--- config.mk ---
export PLATFORM = sky130hd
export DESIGN_NAME = mem_stage
export DESIGN_NICKNAME = d
export VERILOG_FILES = /design/src/rtl/mem_pkg.sv /design/src/rtl/mem_stage_reg_m2w.sv /design/src/rtl/mem_stage.sv
export SDC_FILE = /design/constraint.sdc
export NUM_CORES = 1
export LEC_CHECK = 0
export ABC_CLOCK_PERIOD_IN_PS = 1500
export BUFFER_PORTS_ARGS = -buffer_cell sky130_fd_sc_hd__buf_2
export CORE_MARGIN = 10
export CORE_UTILIZATION = 43
export CTS_CLUSTER_DIAMETER = 200
export DETAILED_ROUTE_END_ITERATION = 10
export PLACE_DENSITY_LB_ADDON = 0.25
export SYNTH_ARGS = -nofsm -noshare
export SYNTH_HDL_FRONTEND = slang
export SYNTH_HIERARCHICAL = 1
export SYNTH_SLANG_ARGS = --single-unit
--- constraint.sdc ---
create_clock -name clk -period 1.5 [get_ports clk]
set_clock_uncertainty 0.15 [all_clocks]
set_input_delay 0.3 -clock clk [delete_from_list [all_inputs] [get_ports clk]]
set_output_delay 0.3 -clock clk [all_outputs]
set_load 0.005 [all_outputs]
--- src/rtl/mem_pkg.sv ---
// Shared definitions for the memory-access stage: control-word bit positions,
// FSM state encoding and the timeout counter width.
package mem_pkg;

  localparam int CW_MEMRD = 0;
  localparam int CW_MEMWR = 1;
  localparam int CW_REGWR = 2;
  localparam int CW_WBSEL = 3;

  localparam int TMO_W = 8;

  typedef enum logic {
    IDLE   = 1'b0,
    ACCESS = 1'b1
  } mem_state_e;

  // A control word requests a memory access if either access bit is set.
  function automatic logic cw_memop(input logic [7:0] cw);
    return cw[CW_MEMRD] | cw[CW_MEMWR];
  endfunction

endpackage

--- src/rtl/mem_stage_reg_m2w.sv ---
// Memory-to-writeback pipeline register. Flush and bubble both load all-zero
// fields, flush taking priority; otherwise the incoming fields are captured.
module reg_m2w (
  input  logic        clk,
  input  logic        rst_n,
  input  logic        flush,
  input  logic        load_bubble,
  input  logic [15:0] pc_d,
  input  logic [15:0] instr_d,
  input  logic [7:0]  cw_d,
  input  logic [15:0] alu_d,
  input  logic [15:0] ld_d,
  input  logic [2:0]  dest_d,
  output logic [15:0] pc_q,
  output logic [15:0] instr_q,
  output logic [7:0]  cw_q,
  output logic [15:0] alu_q,
  output logic [15:0] ld_q,
  output logic [2:0]  dest_q
);

  // Writeback-side register: reset, then flush, then bubble, then load.
  always_ff @(posedge clk or negedge rst_n) begin
    if (!rst_n) begin
      pc_q    <= '0;
      instr_q <= '0;
      cw_q    <= '0;
      alu_q   <= '0;
      ld_q    <= '0;
      dest_q  <= '0;
    end else if (flush || load_bubble) begin
      pc_q    <= '0;
      instr_q <= '0;
      cw_q    <= '0;
      alu_q   <= '0;
      ld_q    <= '0;
      dest_q  <= '0;
    end else begin
      pc_q    <= pc_d;
      instr_q <= instr_d;
      cw_q    <= cw_d;
      alu_q   <= alu_d;
      ld_q    <= ld_d;
      dest_q  <= dest_d;
    end
  end

endmodule

--- src/rtl/mem_stage.sv ---
// Memory-access pipeline stage: issues one request/ack data-memory access per
// memory instruction, stalls upstream while it is outstanding, abandons hung
// accesses after MEM_TIMEOUT cycles and feeds the writeback register.
module mem_stage
  import mem_pkg::*;
#(
  parameter int MEM_TIMEOUT = 15
) (
  input  logic        clk,
  input  logic        rst_n,
  input  logic        flush,
  input  logic [15:0] pc_mem_16,
  input  logic [15:0] instr_mem_16,
  input  logic [7:0]  cw_mem_8,
  input  logic [15:0] in_mem_16,
  input  logic [15:0] ra_mem_16,
  input  logic [2:0]  dest_mem_3,
  output logic        dmem_req,
  output logic        dmem_we,
  output logic [15:0] dmem_addr,
  output logic [15:0] dmem_wdata,
  input  logic [15:0] dmem_rdata,
  input  logic        dmem_ack,
  output logic        stall_out,
  output logic [15:0] pc_wb_16,
  output logic [15:0] instr_wb_16,
  output logic [7:0]  cw_wb_8,
  output logic [15:0] alu_wb_16,
  output logic [15:0] ld_wb_16,
  output logic [2:0]  dest_wb_3,
  output logic        err_timeout
);

  mem_state_e       state;
  logic [TMO_W-1:0] tmo_cnt;
  logic             memop;
  logic             is_wr;
  logic             timeout_hit;
  logic             retire;
  logic             load_bubble;
  logic [15:0]      ld_data;

  assign memop = cw_memop(cw_mem_8);
  // A write bit wins when both access bits are set.
  assign is_wr = cw_mem_8[CW_MEMWR];

  assign timeout_hit = (state == ACCESS) && !dmem_ack &&
                       (tmo_cnt == TMO_W'(MEM_TIMEOUT - 1));

  assign stall_out = ((state == IDLE) && memop) ||
                     ((state == ACCESS) && !dmem_ack && !timeout_hit);

  // The instruction leaves this stage either as a plain ALU op or on ack;
  // every other cycle (waiting, timeout) sends a bubble downstream.
  assign retire      = ((state == IDLE) && !memop) || ((state == ACCESS) && dmem_ack);
  assign load_bubble = !retire;
  assign ld_data     = ((state == ACCESS) && dmem_ack && !dmem_we) ? dmem_rdata : 16'h0000;

  // Access FSM with registered memory-port outputs and the hang detector.
  always_ff @(posedge clk or negedge rst_n) begin
    if (!rst_n) begin
      state       <= IDLE;
      tmo_cnt     <= '0;
      err_timeout <= 1'b0;
      dmem_req    <= 1'b0;
      dmem_we     <= 1'b0;
      dmem_addr   <= '0;
      dmem_wdata  <= '0;
    end else begin
      case (state)
        IDLE: begin
          if (memop) begin
            dmem_req   <= 1'b1;
            dmem_we    <= is_wr;
            dmem_addr  <= in_mem_16;
            dmem_wdata <= ra_mem_16;
            tmo_cnt    <= '0;
            state      <= ACCESS;
          end else begin
            dmem_req <= 1'b0;
          end
        end
        ACCESS: begin
          if (dmem_ack) begin
            dmem_req <= 1'b0;
            state    <= IDLE;
          end else if (timeout_hit) begin
            dmem_req    <= 1'b0;
            err_timeout <= 1'b1;
            state       <= IDLE;
          end else begin
            tmo_cnt <= tmo_cnt + 1'b1;
          end
        end
        default: state <= IDLE;
      endcase
    end
  end

  // Memory-to-writeback boundary.
  reg_m2w u_reg_m2w (
    .clk         (clk),
    .rst_n       (rst_n),
    .flush       (flush),
    .load_bubble (load_bubble),
    .pc_d        (pc_mem_16),
    .instr_d     (instr_mem_16),
    .cw_d        (cw_mem_8),
    .alu_d       (in_mem_16),
    .ld_d        (ld_data),
    .dest_d      (dest_mem_3),
    .pc_q        (pc_wb_16),
    .instr_q     (instr_wb_16),
    .cw_q        (cw_wb_8),
    .alu_q       (alu_wb_16),
    .ld_q        (ld_wb_16),
    .dest_q      (dest_wb_3)
  );

endmodule

# Word level (Yosys, flattened, before mapping)
# Index checks and enable logic that the tools add are counted.
# totals
reg_bits	119
wordCells	58
inputBits	95
out_inout_bits	111
# classes
n_eq_ne	5
bitwise	3
n_addsub	1
n_mux	18
reduce_logical	18
# op_table
cell	count
2-to-1 mux 16 bit	5
2-to-1 mux 8 bit	4
case mux 8 bit (2 select lines)	1
adder 8 x 1 -> 8 bit (second input constant)	1
equality test 8 x 4 -> 1 bit (second input constant)	1
logical AND 1 bit	7
inequality test 2 bit (second input constant)	3
AND reduction 3 bit	2
logical NOT 1 bit	5
2-to-1 mux 1 bit	5
case mux 1 bit (2 select lines)	2
logical OR 1 bit	3
2-to-1 mux 3 bit	1
inequality test 3 x 2 -> 1 bit (second input constant)	1
NOT 1 bit	2
AND reduction 2 bit	1
OR 1 bit	1

# Longest topological paths before layout
# Gate-level depths: netlist of the first run.
# depth
ltp_word	7
ltp_mapped	6
ltp_nobuf	6

# By module
# Netlist of the first run, hierarchy kept.
# modules_own_cells
mod	n_inst	area_each_um2	cells_each	seq_area_each_um2
reg_m2w	1	2836.5	166	1876.8
mem_stage	1	1886.8	141	1101.1

# Least setup slack after synthesis of the first run
# No wires, ideal clock.
# synth_path
path_kind	in2reg
start	input port cw_mem_8[1]
end	register u_reg_m2w.alu_q[0]
path_slack_ns	-0.142
t_arrival_ns	1.412
setup_ns	0.080
path_buffers	3
cell_stages	6
cell_sequence	o21bai_2 > clkbuf_1 > nand2_1 > buf_6 > buf_6 > nor3b_2
# synth_via
elab_chain_cells	7
# synth_rtl
item	line_no	rtl
start, declared	mem_stage.sv:14	input logic [7:0] cw_mem_8,
OR 1 bit	mem_pkg.sv:19	return cw[CW_MEMRD] | cw[CW_MEMWR];
logical NOT 1 bit	mem_stage.sv:55	assign retire = ((state == IDLE) && !memop) || ((state == ACCESS) && dmem_ack);
logical AND 1 bit	mem_stage.sv:55	
logical OR 1 bit	mem_stage.sv:55	
logical NOT 1 bit	mem_stage.sv:56	assign load_bubble = !retire;
via load_bubble	mem_stage.sv:40	logic load_bubble;
logical OR 1 bit	mem_stage_reg_m2w.sv:31	end else if (flush || load_bubble) begin
2-to-1 mux 16 bit	mem_stage_reg_m2w.sv:31	
end signal, assigned	mem_stage_reg_m2w.sv:42	alu_q <= alu_d;
end, declared	mem_stage_reg_m2w.sv:17	output logic [15:0] alu_q,
# The timed path passes the listed nets, and every way through them passes these cells.
# A chain may end at the register's enable or synchronous reset.

# Worst setup path after layout of the first run
# layout_path
start	register tmo_cnt[0]
end	output port stall_out
# layout_via
elab_chain_cells	5
# layout_rtl
item	line_no	rtl
start, declared	mem_stage.sv:35	logic [TMO_W-1:0] tmo_cnt;
start signal, assigned	mem_stage.sv:92	tmo_cnt <= tmo_cnt + 1'b1;
equality test 8 x 4 -> 1 bit	mem_stage.sv:48	(tmo_cnt == TMO_W'(MEM_TIMEOUT - 1));
logical AND 1 bit	mem_stage.sv:47	assign timeout_hit = (state == ACCESS) && !dmem_ack &&
logical NOT 1 bit	mem_stage.sv:51	((state == ACCESS) && !dmem_ack && !timeout_hit);
logical AND 1 bit	mem_stage.sv:51	
logical OR 1 bit	mem_stage.sv:50	assign stall_out = ((state == IDLE) && memop) ||
end, declared	mem_stage.sv:24	output logic stall_out,
# Every way passes these cells.

==> summary.md, run 1 <==
| Metric | Value |
|---|---|
| Tmin final | `2.08 ns` |
| Multiplexer share of the synthesized area | `0.0872` |
| Iter 0 DRT Violations | `200` |
| Die width | `125 um` |
| Worst EP arrival | `1.63 ns` |
| Final period utilization | `1.39` |
| Routability Congestion | `0.831` |
| Cells after Synth | `307` |
| DRC viols | `0` |
| Register area share after synthesis | `0.630` |
| Die area | `0.0156 mm2` |
| Top cell type's share of synthesized area | `0.630` |
| Routed Antenna Nets | `0` |
| Setup Slack @ Placement | `-0.241 ns` |
| Yosys reg bits | `119` |
| Complex-gate fraction of the synthesized area | `0.0127` |
| Nets@finish | `764` |
| Die Span Y | `125 um` |
| Clk sinks | `119` |
| Status | `finished with violations` |
| P&R area growth vs syn | `74.6%` |
| Yosys warns | `6` |
| Top post-synthesis cells by area | `dfrtp_1, nor3b_2, mux2_1` |
| Post-Synth XOR/XNOR Area | `0.00371` |
| Setup TNS | `-22.55 ns` |
| Adder-cell share of the synthesized area | `0.00530` |
| CP cell instances | `inv_2 > ha_4 > nand4b_4 > nor4_4 > o21ai_1 > buf_2` |
| Worst min path class | `input port to flip-flop` |
| Post-route setup slack | `-0.581 ns` |
| Failing checks | `negative setup slack` |
| Final wirelength | `15900 um` |
| PortBufs | `205` |
| Final setup viols | `117` |
| Largest net degree at the start of global routing | `62` |
| Setup crit start kind | `flip-flop` |
| Least-Margin Pin Slew | `0.333 ns` |
| Htree depth | `4` |
| Clk slew on worst S/H paths | `0.06 ns` |
| CTS tree | `yes` |
| Slowest CP cell | `dfrtp_1` |
| Max-cap viol count | `0` |
| Syn_area_per_cell | `15.4 um2` |
| Global-route wire length before repair | `25100 um` |
| RSZ-0062 raised after global routing | `yes` |
| CTS buffer count | `17` |
| Share of layout cells above drive strength 1 | `0.605` |
| WS Path Type | `flip-flop to output pin` |
| Pwr/cell area | `1350 mW/mm2` |
| Vias in the first global route | `4432` |
| Clock latency on the worst-skew pair | `0.51 ns` |
| Number of flops mapped to enable cells by yosys | `0` |
| FP Rows | `38` |
| Core footprint | `0.0108 mm2` |
| Initial antenna violation count | `1` |
| Final HPWL DP | `9440 um` |
| Fmax | `480 MHz` |
| Final count of pins violating max slew | `0` |
| Area share of and/or/nand/nor cells after synthesis | `0.223` |
| Leak | `4.26 nW` |
| Largest family of logic cells by synthesized area | `simple AND/OR/NAND/NOR gates` |
| Async set-or-reset flop fraction in the synthesized netlist | `1.00` |
| Synthesized Nets | `404` |
| Vias per std cell | `4.75` |
| Max-slew headroom at the worst pin | `0.778` |
| Pre-antenna DRT Iters | `4` |
| Gr usage total | `0.201` |
| Clock Root Buffer | `clkbuf_8` |
| CTS Buffer Depth | `2` |
| Post-synth top area cell | `dfrtp_1` |
| Crit-path max cell delay | `0.38 ns` |
| Synthesized area | `0.00472 mm2` |
| CP max FO | `2` |
| Vias | `3891` |
| Primary FF master, synth | `dfrtp_1` |
| Initial Util | `0.438` |
| Routed len/inst | `19.4 um` |
| Maximum vdd drop | `0.838 mV` |
| GR Overflow Total | `0` |
| Synth unique cells | `28` |
| CP Data Required Time | `1.05 ns` |
| Io pins | `206` |
| Final Hold Violating Endpoints | `0` |
| Critical Path Sink Type | `output pin` |
-- cell type report --
| cell class | instances | area (um2) |
|---|---|---|
| Tap cell | 140 | 175 |
| Inverter | 2 | 7.51 |
| Timing Repair Buffer | 362 | 2720 |
| Fill cell | 633 | 2540 |
| Multi-Input combinational cell | 165 | 1830 |
| Sequential cell | 119 | 2980 |
| Clock buffer | 21 | 449 |
| Antenna cell | 1 | 2.50 |
| Clock inverter | 10 | 80.1 |
-- logic make-up (layout without fill, tap and decap cells) --
group           count (synthesis)  after routing
flops                         119            119
mux                            37             37
fa+ha+maj                       2              2
compound gates                  7              7
buf+inv                        23            395
simple gates                  117            117
other cells                     0              1
xor+xnor                        2              2
-- final timing paths --
kind	depth (start not counted)	from	slack, ns	endpoint
hold reg to reg	1	err_timeout	0.31	err_timeout
min in group asynchronous	3	rst_n	0.21	dmem_wdata[12]
setup reg to reg	8	tmo_cnt[0]	-0.40	tmo_cnt[3]
hold / removal	3	dmem_rdata[9]	0.03	u_reg_m2w/ld_q[9]
setup / recovery	6	tmo_cnt[0]	-0.58	stall_out
max in group asynchronous	3	rst_n	0.70	dmem_wdata[8]
-- registers in the layout, indices dropped and copies added, names as in the netlist --
| name | cells |
|---|---|
| u_reg_m2w/ld_q | 16 |
| dmem_wdata | 16 |
| tmo_cnt | 8 |
| state | 1 |
| u_reg_m2w/cw_q | 8 |
| u_reg_m2w/dest_q | 3 |
| dmem_addr | 16 |
| err_timeout | 1 |
| u_reg_m2w/instr_q | 16 |
| u_reg_m2w/pc_q | 16 |
| dmem_req | 1 |
| u_reg_m2w/alu_q | 16 |
| dmem_we | 1 |
-- worst max-delay path: cells and delay by family (launching register included) --
kind	cells	cell delay [ns]
buffers and inverters	2	0.22
adder cells (fa/ha/maj)	1	0.14
AND/OR/NAND/NOR	2	0.30
flip-flops	1	0.38
AO/OA/AOI/OAI	1	0.09
-- cells in the mapped netlist (3+ instances only) --
master / count
mux2_1: 33
buf_6: 11
nor3b_2: 50
buf_2: 3
and2_1: 18
clkbuf_1: 6
o21ai_1: 3
dfrtp_1: 119
mux2i_1: 4
nor3b_1: 25
nand2_1: 12
-- where the power goes --
| part | total (W) | internal (W) | switching [W] |
|---|---|---|---|
| Sequential | 0.00396 | 0.00372 | 0.000240 |
| Clock | 0.00363 | 0.00225 | 0.00138 |
| Combinational | 0.00353 | 0.00213 | 0.00141 |
-- per-stage QoR --
step / cells / area (um2) / util / hold WS [ns] / total power (W)
2_1_floorplan: 307 / 4760 / - / -0.146 / 0.00499
3_3_place_gp: 656 / 6110 / 0.566 / 0.184 / 0.00605
3_5_place_dp: 656 / 6110 / 0.566 / 0.189 / 0.00613
4_1_cts: 793 / 8020 / 0.743 / 0.00474 / 0.0108
5_1_grt: 820 / 8250 / 0.764 / 0.00197 / 0.0117
6_report: 820 / 8250 / 0.764 / 0.0299 / 0.0111
-- what timing repair did --
item	4_1_cts	5_1_grt
setup buffers	11	32
setup endpoints to repair	67	171
pin swaps	6	4
gates resized for setup	58	21
endpoints found under the hold margin	222	0
cloned	6	0
hold buffers	89	0
-- cells in the final DEF, fill, tap and decap left out, types with 2 or more instances in the layout --
cell	count
buf_2	200
dfrtp_1	119
dlygate4sd3_1	89
nor3b_2	58
buf_4	45
mux2_4	33
and2_1	17
nor3b_1	17
clkbuf_16	16
buf_12	15
buf_6	10
nand2_1	7
clkinv_2	7
nand2_2	4
mux2i_1	4
o21ai_1	3
clkbuf_8	3
nand4_1	2
xnor2_1	2
ha_4	2
clkbuf_1	2
clkinvlp_4	2
bufbuf_16	2
-- metal layers --
layer,global-route usage,wire (um),vias to the layer above
met5,0,0,-
met1,0.221,6030,1939
met2,0.346,8410,147
li1,-,-,1777
met3,0.0770,1170,28
met4,0.0720,292,0
Note: power is estimated with default switching activity, not from simulation.
==> run 2: changes to the inputs <==
- CTS_BUF_LIST: unset -> sky130_fd_sc_hd__clkbuf_8
- SLEW_MARGIN: unset -> 30
- SYNTH_HIERARCHICAL: 1 -> unset
==> summary.md, run 2 <==
| Metric | Value |
|---|---|
| Failing checks | `negative setup slack` |
| Yosys reg bits | `119 (unchanged)` |
| Die width | `119 um (-4.3%)` |
| RSZ-0062 raised after global routing | `yes` |
| DRC viols | `0 (unchanged)` |
| Worst r2r path cells | `9 (+1)` |
| CTS tree | `yes` |
| Vias per std cell | `4.68 (-1.4%)` |
| Gr usage total | `0.206 (+0.00520)` |
| Global-route wire length before repair | `22800 um (-9.2%)` |
| Die Span Y | `119 um (-4.3%)` |
| Max-slew headroom at the worst pin | `0.694 (-0.0840)` |
| Io pins | `206 (unchanged)` |
| Clock latency on the worst-skew pair | `0.42 ns (-0.09 ns)` |
| Register area share after synthesis | `0.701 (+0.0704)` |
| R2r startpoint | `tmo_cnt[0]` |
| Htree depth | `4 (unchanged)` |
| Clock Root Buffer | `clkbuf_8` |
| PortBufs | `205 (unchanged)` |
| Tmin final | `2.17 ns (+0.0927 ns)` |
| CP Data Required Time | `1.05 ns (about the same)` |
| Metal-1 WL | `5620 um (-6.7%)` |
| WS Path Type | `flip-flop to output pin` |
| Placed insts | `640 (-2.4%)` |
| Worst min path class | `input port to flip-flop` |
| Reg2reg setup slack | `-0.63 ns (-0.23 ns)` |
| FP Rows | `36 (-5.3%)` |
| Synthesized area | `0.00425 mm2 (-10%)` |
| Most common cell after layout, fill and taps aside | `buf_2` |
| Leak | `4.03 nW (-5.4%)` |
| Share of layout cells above drive strength 1 | `0.560 (-0.0450)` |
| CP startpoint | `tmo_cnt[0]` |
| Final HPWL DP | `8630 um (-8.6%)` |
| Vias | `3692 (-5.1%)` |
| Initial Util | `0.439 (+0.00113)` |
| Synthesized Nets | `386 (-4.5%)` |
| Async set-or-reset flop fraction in the synthesized netlist | `1.00 (unchanged)` |
| Post-route setup slack | `-0.674 ns (-0.0927 ns)` |
| Status | `finished with violations` |
| Vias in the first global route | `4031 (-9.0%)` |
| P&R area growth vs syn | `79.0%` |
| Area post-placement | `0.00566 mm2 (-7.4%)` |
| Iter 0 DRT Violations | `239 (+20%)` |
| Final count of pins violating max slew | `0 (unchanged)` |
| Least-Margin Pin Slew | `0.457 ns (+0.124 ns)` |
| Tot Pwr | `0.00961 W (-14%)` |
| Final setup viols | `70 (-40%)` |
| Worst EP arrival | `1.72 ns (+0.09 ns)` |
| Die area | `0.0143 mm2 (-8.5%)` |
| Yosys warns | `0 (-6)` |
| Cells after Synth | `289 (-5.9%)` |
| Most frequent cells in the layout | `buf_2, dfrtp_1, dlygate4sd3_1, and2_4, and2_1` |
| Non-Filler Instances | `789 (-3.8%)` |
| Design area | `0.00760 mm2 (-7.8%)` |
| Routed len/inst | `19.8 um (+2.4%)` |
| Top cell type's share of synthesized area | `0.701 (+0.0704)` |
| Pre-antenna DRT Iters | `4 (unchanged)` |
| Nets@finish | `739 (-3.3%)` |
| Worst setup path endpoint | `stall_out` |
| Pwr/cell area | `1260 mW/mm2 (-6.3%)` |
| Routed Antenna Nets | `0 (unchanged)` |
| Routed length on met2 | `8500 um (+1.1%)` |
| Syn_area_per_cell | `14.7 um2 (-4.4%)` |
| Post-synth top area cell | `dfrtp_1` |
| CTS buffer count | `17 (unchanged)` |
| Post-synth top cells | `dfrtp_1, and2_1, mux2_2` |
| Most numerous cell in the Yosys netlist | `dfrtp_1` |
| RR Endpoint | `tmo_cnt[4]` |
| # fillers | `543 (-14%)` |
| GR Overflow Total | `0 (unchanged)` |
| Clk sinks | `119 (unchanged)` |
| Fmax | `460 MHz (-4.3%)` |
| Maximum vdd drop | `0.736 mV (-12%)` |
| CTS Buffer Depth | `2 (unchanged)` |
| Highest metal used | `met4` |
| Critical Path Sink Type | `output pin` |
| Setup TNS | `-23.14 ns (-0.582 ns)` |
| Synth unique cells | `35 (+25%)` |
| Clk slew on worst S/H paths | `0.06 ns (about the same)` |
| Max-cap viol count | `0 (unchanged)` |
| Initial antenna violation count | `1 (unchanged)` |
| CP max FO | `2 (unchanged)` |
| Final period utilization | `1.45 (+0.0618)` |
| Largest net degree at the start of global routing | `36 (-42%)` |
| Primary FF master, synth | `dfrtp_1` |
| Setup crit start kind | `flip-flop` |
| Routability Congestion | `0.767 (-7.8%)` |
| Setup Slack @ Placement | `-0.236 ns (+0.00484 ns)` |
| Final wirelength | `15700 um (-1.5%)` |
| Number of flops mapped to enable cells by yosys | `0 (unchanged)` |
| Final Hold Violating Endpoints | `0 (unchanged)` |
| Core footprint | `0.00968 mm2 (-10%)` |
| Met3 routed WL | `1280 um (+9.6%)` |
| Top post-synthesis cells by area | `dfrtp_1, and2_1, mux2_2` |
==> run 2: cell types whose count changed after synthesis, moves of 3 or more <==
| cell | delta |
|---|---|
| and2_1 | +58 |
| buf_6 | -8 |
| clkbuf_1 | -5 |
| clkbuf_2 | +4 |
| mux2_1 | -33 |
| mux2_2 | +33 |
| nand2_1 | -4 |
| nor3b_1 | -25 |
| nor3b_2 | -50 |
| o21ai_0 | +3 |
| o21ai_1 | -3 |
==> run 2: per-layer routing <==
layer / global-route usage / up-vias
met5: 0 / -
met4: 0.0739 / 0
met3: 0.0770 / 20
met2: 0.369 / 182
met1: 0.218 / 1821
li1: - / 1669
==> run 2: layout make-up <==
class                      count  area, um2  area share
multi-input combinational    155       1350       0.177
tap                          133        166      0.0219
inverter                       3       11.3     0.00148
timing repair buffer         346       2670       0.350
clock buffer                  20        275      0.0362
antenna                        1       2.50    0.000329
clock inverter                12        159      0.0209
sequential                   119       2980       0.392
==> run 2: worst max-delay path, cell delays in order (launching register included) <==
cell and delay [ns]:
dfrtp_1 0.39, inv_2 0.05, ha_2 0.14, or3b_4 0.39
o21ai_4 0.14, nand2_1 0.07, buf_2 0.13
==> run 2: cells by family after synthesis <==
group                      count (synthesis)  share of synthesized area
DFF                                      119                      0.701
and+or+nand+nor                          101                      0.147
muxes                                     38                     0.0992
buffers and inverters                     15                     0.0209
AOI/OAI and AO/OA                         14                     0.0262
adders and majority gates                  2                    0.00589
==> run 2: power breakdown <==
group	internal, W	switching (W)
combinational	0.00151	0.00105
clock	0.00191	0.00121
sequential	0.00369	0.000241
==> run 2: through the flow <==
| step | utilization | hold slack, ns |
|---|---|---|
| final | 0.785 | 0.0643 |
| after detailed placement | 0.584 | 0.123 |
| after CTS | 0.768 | 0.0387 |
| after floorplan | - | -0.146 |
| after global routing | 0.785 | 0.0418 |
| after global placement | 0.583 | 0.115 |
==> run 2: worst min-delay path by stage <==
stage                      from             endpoint  cells after the start
floorplan                 rst_n         dmem_addr[0]                      0
global placement          rst_n  u_reg_m2w.alu_q[11]                      1
detailed placement        rst_n  u_reg_m2w.alu_q[11]                      1
CTS                 cw_mem_8[1]              dmem_we                      2
global route        cw_mem_8[1]              dmem_we                      2
finish              cw_mem_8[1]              dmem_we                      2
==> run 2: timing repair <==
item                                    in CTS  in global routing
buffers inserted                            14                  8
resized for setup                           30                 48
cloned                                       7                  3
hold buffers                                90                  0
pin swaps                                    8                 25
endpoints found under the hold margin      150                  0
endpoints found under the setup margin     100                112
